[config.mk]
export PLATFORM = sky130hd
export DESIGN_NAME = ecc_operand_loader
export DESIGN_NICKNAME = d
export VERILOG_FILES = /design/src/rtl/ecc_operand_loader.sv
export SDC_FILE = /design/constraint.sdc
export NUM_CORES = 1
export LEC_CHECK = 0
export ABC_AREA = 1
export BUFFER_PORTS_ARGS = -buffer_cell sky130_fd_sc_hd__buf_4
export CAP_MARGIN = 25
export CORE_ASPECT_RATIO = 0.7
export CORE_UTILIZATION = 30
export DETAILED_ROUTE_END_ITERATION = 8
export SLEW_MARGIN = 40
export SYNTH_ARGS = -nofsm -noshare
export SYNTH_HDL_FRONTEND = slang
export SYNTH_SLANG_ARGS = --single-unit
[constraint.sdc]
create_clock -name i_clk -period 6.2 [get_ports i_clk]
set_clock_uncertainty 0.2 [all_clocks]
set_input_delay 0.31 -clock i_clk [delete_from_list [all_inputs] [get_ports i_clk]]
set_output_delay 0.31 -clock i_clk [all_outputs]
set_load 0.01 [all_outputs]
[src/rtl/ecc_operand_loader.sv]
// Deserializes the nibble-wide operand pin stream into full-width ECC operands
// and holds each checked set for the point-multiplication core under valid/ready.
module ecc_operand_loader #(
    parameter int SIZE = 32,
    parameter int NIB  = 4
) (
    input  logic            i_clk,
    input  logic            i_rst,
    input  logic            i_start,
    input  logic [NIB-1:0]  a,
    input  logic [NIB-1:0]  prime,
    input  logic [NIB-1:0]  k,
    input  logic [NIB-1:0]  Px,
    input  logic [NIB-1:0]  Py,
    output logic [SIZE-1:0] o_a,
    output logic [SIZE-1:0] o_prime,
    output logic [SIZE-1:0] o_k,
    output logic [SIZE-1:0] o_px,
    output logic [SIZE-1:0] o_py,
    output logic            o_valid,
    input  logic            i_ready,
    output logic            o_err,
    output logic            o_drop,
    output logic            o_busy
);

    localparam int NBEAT = SIZE / NIB;
    localparam int CNT_W = $clog2(NBEAT);

    typedef enum logic [1:0] {
        IDLE,
        LOAD,
        HOLD
    } state_t;

    state_t           state;
    logic [CNT_W-1:0] cnt;

    logic             last_beat;
    logic             first_beat;
    logic             next_beat;
    logic             set_err;
    logic [SIZE-1:0]  full_a;
    logic [SIZE-1:0]  full_prime;
    logic [SIZE-1:0]  full_k;
    logic [SIZE-1:0]  full_px;
    logic [SIZE-1:0]  full_py;

    // The final beat lands in the top nibble, so validity is judged on the
    // registered lower beats joined with the nibble arriving this cycle.
    assign full_a     = {a,     o_a[SIZE-NIB-1:0]};
    assign full_prime = {prime, o_prime[SIZE-NIB-1:0]};
    assign full_k     = {k,     o_k[SIZE-NIB-1:0]};
    assign full_px    = {Px,    o_px[SIZE-NIB-1:0]};
    assign full_py    = {Py,    o_py[SIZE-NIB-1:0]};

    assign last_beat = (cnt == CNT_W'(NBEAT - 1));

    always_comb begin
        // NOTE: every always_comb output gets a default first so no path can infer a latch.
        first_beat = 1'b0;
        next_beat  = 1'b0;
        set_err    = 1'b0;
        case (state)
            IDLE:    first_beat = i_start;
            LOAD: begin
                first_beat = i_start;
                next_beat  = !i_start;
            end
            HOLD:    first_beat = i_start && i_ready;
            default: first_beat = 1'b0;
        endcase
        set_err = !full_prime[0]
               || (full_prime < SIZE'(3))
               || (full_px >= full_prime)
               || (full_py >= full_prime)
               || (full_a  >= full_prime)
               || (full_k  == '0);
    end

    // Operand shift registers: beat 0 clears the stale upper bits of the previous set.
    always_ff @(posedge i_clk or negedge i_rst) begin
        if (!i_rst) begin
            o_a     <= '0;
            o_prime <= '0;
            o_k     <= '0;
            o_px    <= '0;
            o_py    <= '0;
        end else if (first_beat) begin
            o_a     <= SIZE'(a);
            o_prime <= SIZE'(prime);
            o_k     <= SIZE'(k);
            o_px    <= SIZE'(Px);
            o_py    <= SIZE'(Py);
        end else if (next_beat) begin
            o_a[cnt*NIB +: NIB]     <= a;
            o_prime[cnt*NIB +: NIB] <= prime;
            o_k[cnt*NIB +: NIB]     <= k;
            o_px[cnt*NIB +: NIB]    <= Px;
            o_py[cnt*NIB +: NIB]    <= Py;
        end
    end

    // NOTE: sequential state uses non-blocking assignments so every register
    // samples pre-edge values regardless of statement order.
    always_ff @(posedge i_clk or negedge i_rst) begin
        if (!i_rst) begin
            state   <= IDLE;
            cnt     <= '0;
            o_valid <= 1'b0;
            o_err   <= 1'b0;
            o_drop  <= 1'b0;
            o_busy  <= 1'b0;
        end else begin
            o_drop <= 1'b0;
            case (state)
                IDLE: begin
                    if (i_start) begin
                        cnt    <= CNT_W'(1);
                        state  <= LOAD;
                        o_busy <= 1'b1;
                    end
                end
                LOAD: begin
                    if (i_start) begin
                        cnt <= CNT_W'(1);
                    end else if (last_beat) begin
                        cnt     <= '0;
                        state   <= HOLD;
                        o_valid <= 1'b1;
                        o_err   <= set_err;
                    end else begin
                        cnt <= cnt + CNT_W'(1);
                    end
                end
                HOLD: begin
                    if (i_ready) begin
                        o_valid <= 1'b0;
                        o_err   <= 1'b0;
                        if (i_start) begin
                            cnt   <= CNT_W'(1);
                            state <= LOAD;
                        end else begin
                            state  <= IDLE;
                            o_busy <= 1'b0;
                        end
                    end else if (i_start) begin
                        o_drop <= 1'b1;
                    end
                end
                default: begin
                    state   <= IDLE;
                    cnt     <= '0;
                    o_valid <= 1'b0;
                    o_err   <= 1'b0;
                    o_busy  <= 1'b0;
                end
            endcase
        end
    end

endmodule

==> results_dict.tcl, run 1 <==
set metrics [dict create \
    syn_inst 1160 \
    crit_chain "inv_1 > ha_1 > ha_1 > nor2_2 > inv_1 > nor4_4 > buf_4 > nor2_2 > inv_1 > o21ai_0" \
    die_h_microns 151 \
    yosys.area_share.adder 0.135 \
    cts_tree "yes" \
    io_buffers 187 \
    yosys.area_share.simple 0.213 \
    drt_pre_antenna_iters 5 \
    max_freq_mhz 237 \
    final_common_cell "nand2_1" \
    muxShareOfSynthArea 0.00707 \
    clk_pin_slew_ps 70 \
    ctsResizeCount 0 \
    tightest_slew_ps 872 \
    synth_warnings 0 \
    crit_fanout 19 \
    netlist_area_sq_um 9560 \
    grt_max_degree 92 \
    irDropWorstVdd_mv 0.170 \
    power_density_nw_per_um2 326 \
    synth-compound-area-share 0.116 \
    synth_xor_area_frac 0.000916 \
    antenna_found_initial 0 \
    nets 1479 \
    gp_congestion 0.901 \
    cp.required_ps 6320 \
    slowest_delay_ps 810 \
    setup_violations 0 \
    fillers 3225 \
    htree_levels 4 \
    start_util 0.306 \
    ant_nets 0 \
    hold_class "in2reg" \
    hold_violations 0 \
    routed-via-count 8933 \
    cts.sinks 169 \
    maxCapViolations 0 \
    startpoint_type "flip-flop" \
    route.detailed.drc 0 \
    fin_total_pwr_mw 3.97 \
    io_pins 188 \
    track_usage 0.212 \
    crit_top_cell "inv_1" \
    via_per_inst 5.00 \
    post-route-period-util 0.682 \
    numCtsBuffers 17 \
    setup_tns_ps 0 \
    p_leak_nw 6.41 \
    routed_wl_microns 33900 \
    diodes 0 \
    synth_top_family_by_area "simple AND/OR/NAND/NOR gates" \
    grt_overflow 0 \
    die_w_microns 215 \
    cp.arrival_ps 4340 \
    crit_slowest_cell "dfrtp_1" \
    cts_buffer_depth 2 \
    core_area_sq_um 31200 \
    crit_path_end_kind "flip-flop" \
    synth.ff_latch_count 169 \
    mostFrequentLayoutCells "nand2_1 (229), buf_4 (194), dfrtp_1 (169), inv_1 (159), nand3_1 (128)" \
    place_area_sq_um 11400 \
    fin_crit_ps 4230 \
    dieArea_sq_um 32600 \
    design_area_sq_um 12200 \
    wire_per_inst_microns 19.0 \
    seq_area_frac_synth 0.442 \
    crit_type "reg2reg" \
    dp_hpwl_microns 26300 \
    yosysUniqueCellTypes 36 \
    grt_pass1_vias 8651 \
    worstSkewPairLatency_ps 450 \
    cts_setup_buffers 0 \
    final_core_util 0.390 \
    drt_iter0_markers 777 \
    drive_above_1_share 0.180 \
    rsz0062_at_grt "false" \
    synthesis.nets 1287 \
    cts-root-buf "clkbuf_16" \
    grt_pass1_wl_microns 52100 \
    area_delta_synth_final_pct 27.4 \
    relSlewSlack 0.418 \
    drv_slew 0 \
    status "completed" \
    syn_area_per_cell_sq_um 8.24 \
    cts_hold_buffers 20 \
    num_rows 54 \
]
synthesized netlist by cell type, drive strengths merged:
| cell type | n | share of area |
|---|---|---|
| nand3 | 128 | 0.067 |
| o21ai | 100 | 0.054 |
| o21bai | 1 | 0.00079 |
| xor2 | 1 | 0.00092 |
| o21a | 2 | 0.0016 |
| nor2 | 82 | 0.033 |
| clkbuf | 17 | 0.0067 |
| dfrtp | 169 | 0.44 |
| o22ai | 52 | 0.034 |
| ha | 103 | 0.13 |
| nor3 | 17 | 0.0094 |
| nand2 | 232 | 0.092 |
| nor4 | 3 | 0.0035 |
| mux2 | 6 | 0.0071 |
| o31ai | 2 | 0.0016 |
| clkinv | 2 | 0.00079 |
| a211oi | 2 | 0.0016 |
| nand4 | 11 | 0.0072 |
| nand3b | 1 | 0.00079 |
| a21o | 4 | 0.0031 |
| inv | 161 | 0.063 |
| o31a | 1 | 0.00092 |
| buf | 27 | 0.015 |
| a21oi | 36 | 0.019 |
where the power goes:
part	internal [mW]	switching, mW	total, mW
clock network	0.578	0.509	1.09
registers	1.22	0.134	1.36
logic	0.507	1.02	1.53
total	2.31	1.66	3.97
through the flow:
step | std cells | setup slack [ps] | hold slack, ps
6_report | 1785 | 1970 | 19.8
5_1_grt | 1785 | 1630 | 8.01
4_1_cts | 1784 | 2090 | 2.47
2_1_floorplan | 1160 | 3570 | -186
3_5_place_dp | 1732 | 2110 | 184
3_3_place_gp | 1731 | 2120 | 260
cell type report:
| type | instances | area (sq um) | share of cell area |
|---|---|---|---|
| clock inverter | 13 | 134 | 0.0110 |
| clock buffer | 19 | 443 | 0.0364 |
| tap | 420 | 526 | 0.0432 |
| sequential | 169 | 4230 | 0.347 |
| multi-input combinational | 784 | 4520 | 0.371 |
| timing repair buffer | 217 | 1710 | 0.140 |
| inverter | 163 | 612 | 0.0503 |
worst paths after layout:
path	start	end	slack, ps	cells after the start
setup / recovery	cnt[0]	o_prime[19]	1970	10
hold / removal	i_ready	state[0]	20	3
setup reg to reg	cnt[0]	o_prime[19]	1970	10
hold reg to reg	o_valid	o_valid	280	2
max in group asynchronous	i_rst	o_prime[28]	4420	4
min in group asynchronous	i_rst	o_a[3]	310	2
logic make-up (layout without fill, tap and decap cells):
logic type | count (synthesis) | after routing
simple gates | 474 | 474
mux | 6 | 6
flops | 169 | 169
buf+inv | 207 | 412
compound gates | 200 | 200
xor+xnor | 1 | 1
fa+ha+maj | 103 | 103
per-layer routing:
metal,up-vias,global-route usage,wire length (microns)
met1,4318,0.306,16300
met4,0,0.0599,617
met2,325,0.320,14600
met3,37,0.0442,2410
met5,-,0,0
li1,4253,-,-
state kept, by name (all words and copies together), names as in the netlist:
name     cells
o_a         32
o_px        32
o_k         32
o_busy       1
cnt          3
o_drop       1
o_prime     32
state        2
o_valid      1
o_err        1
o_py        32
worst max-delay path: cells and delay by family (launching register included):
family | cells | cell delay, ps
AND/OR/NAND/NOR | 3 | 1350
flip-flops | 1 | 810
buffers and inverters | 4 | 1090
AO/OA/AOI/OAI | 1 | 130
adder cells (fa/ha/maj) | 2 | 500
No activity file was read; power rests on OpenSTA's default activity.
==> inputs of run 2 (changes only) <==
clock period = 4 ns   (was 6.2 ns; I/O delays follow)
==> results_dict.tcl, run 2 (same netlist as run 1, synthesis figures left out) <==
set metrics [dict create \
    place_area_sq_um 11400 \
    gp_congestion 0.902 \
    power_density_nw_per_um2 507 \
    route.detailed.drc 0 \
    r2r_cells 10 \
    fin_total_pwr_mw 6.24 \
    numCtsBuffers 17 \
    cts.sinks 169 \
    routed-via-count 8886 \
    crit_slowest_cell "dfrtp_1" \
    crit_chain "inv_1 > ha_1 > ha_1 > inv_1 > nor3_1 > clkinv_1 > buf_4 > a21oi_1 > buf_4 > o22ai_1" \
    holdWs_ps 33.9 \
    setup_tns_ps 0 \
    slowest_delay_ps 800 \
    dp_cells 1741 \
    core_area_sq_um 31200 \
    instances_no_fill 1798 \
    grt_overflow 0 \
    dieArea_sq_um 32600 \
    antenna_found_initial 0 \
    dp_slack_ps 776 \
    crit_fanout 20 \
    crit_type "reg2reg" \
    io_pins 188 \
    cts_tree "yes" \
    worstSkewPairLatency_ps 450 \
    drt_iter0_markers 743 \
    nets 1492 \
    grt_pass1_wl_microns 50700 \
    clk_pin_slew_ps 70 \
    final_core_util 0.394 \
    cp.arrival_ps 3410 \
    design_area_sq_um 12300 \
    routed_wl_microns 33600 \
    io_buffers 187 \
    p_leak_nw 6.47 \
    die_w_microns 215 \
    worst-path-buf-inv 5 \
    mostFrequentLayoutCells "nand2_1 (230), buf_4 (204), dfrtp_1 (169), inv_1 (160), nand3_1 (128)" \
    die_h_microns 151 \
    cts-root-buf "clkbuf_16" \
    ctsResizeCount 0 \
    drt_pre_antenna_iters 6 \
    fin_crit_ps 3300 \
    r2r_end "o_a[14]" \
    track_usage 0.208 \
    drive_above_1_share 0.184 \
    crit_family "buffers and inverters" \
    hold_violations 0 \
    crit_path_end_kind "flip-flop" \
    rrSetupSlack_ps 700 \
    start_util 0.306 \
    tightest_slew_ps 828 \
    area_delta_synth_final_pct 28.7 \
    via_per_inst 4.94 \
    final_common_cell "nand2_1" \
    hold_class "in2async" \
    ant_nets 0 \
    dp_hpwl_microns 26400 \
    setup_violations 0 \
    grt_pass1_vias 8336 \
    htree_levels 4 \
    cp.required_ps 4100 \
    relSlewSlack 0.448 \
    wire_per_inst_microns 18.7 \
    post-route-period-util 0.826 \
    rsz0062_at_grt "false" \
    max_freq_mhz 303 \
    grt_max_degree 100 \
    r2r_start "cnt[0]" \
    timing.final.ws_setup_ps 696 \
    irDropWorstVdd_mv 0.229 \
    num_rows 54 \
    maxCapViolations 0 \
    status "completed" \
    drv_slew 0 \
    cts_buffer_depth 2 \
    startpoint_type "flip-flop" \
    diodes 0 \
]
[run 2: changes by cell type in the layout (fill, tap and decap cells not counted), sizes merged]
cell / delta
dlygate4sd3: +4
buf: +9
clkinv: +2
clkbuf: -2
[run 2: how the worst max path moves through the flow]
stage	from	to	slack [ps]	depth (start not counted)
floorplan	cnt[0]	o_k[12]	1370	10
global placement	cnt[0]	o_prime[13]	840	10
detailed placement	cnt[0]	o_k[12]	780	10
CTS	cnt[0]	o_prime[13]	760	10
global route	cnt[0]	o_a[12]	420	10
finish	cnt[0]	o_a[14]	700	10
[run 2: cell type report]
cell class	instances	area, sq um
clock buffers	17	425
clock inverters	15	180
fillers	3236	18900
inverters	163	612
multi-input cells	784	4520
flip-flops and latches	169	4230
well taps	420	526
repair buffers	230	1810
[run 2: timing repair]
action	4_1_cts	5_1_grt
hold buffers	24	0
hold endpoints to repair	175	0
buffers inserted	0	0
[run 2: power breakdown]
group | switching (mW) | total, mW | internal (mW)
logic | 1.59 | 2.41 | 0.824
clock network | 0.822 | 1.72 | 0.897
registers | 0.211 | 2.10 | 1.89
[run 2: per-layer routing]
| metal | share of wire | GRT usage | vias up | wire length [microns] |
|---|---|---|---|---|
| li1 | - | - | 4276 | - |
| met1 | 0.48 | 0.302 | 4248 | 16100 |
| met2 | 0.43 | 0.315 | 326 | 14600 |
| met3 | 0.067 | 0.0404 | 36 | 2270 |
| met4 | 0.019 | 0.0564 | 0 | 636 |
| met5 | 0 | 0 | - | 0 |
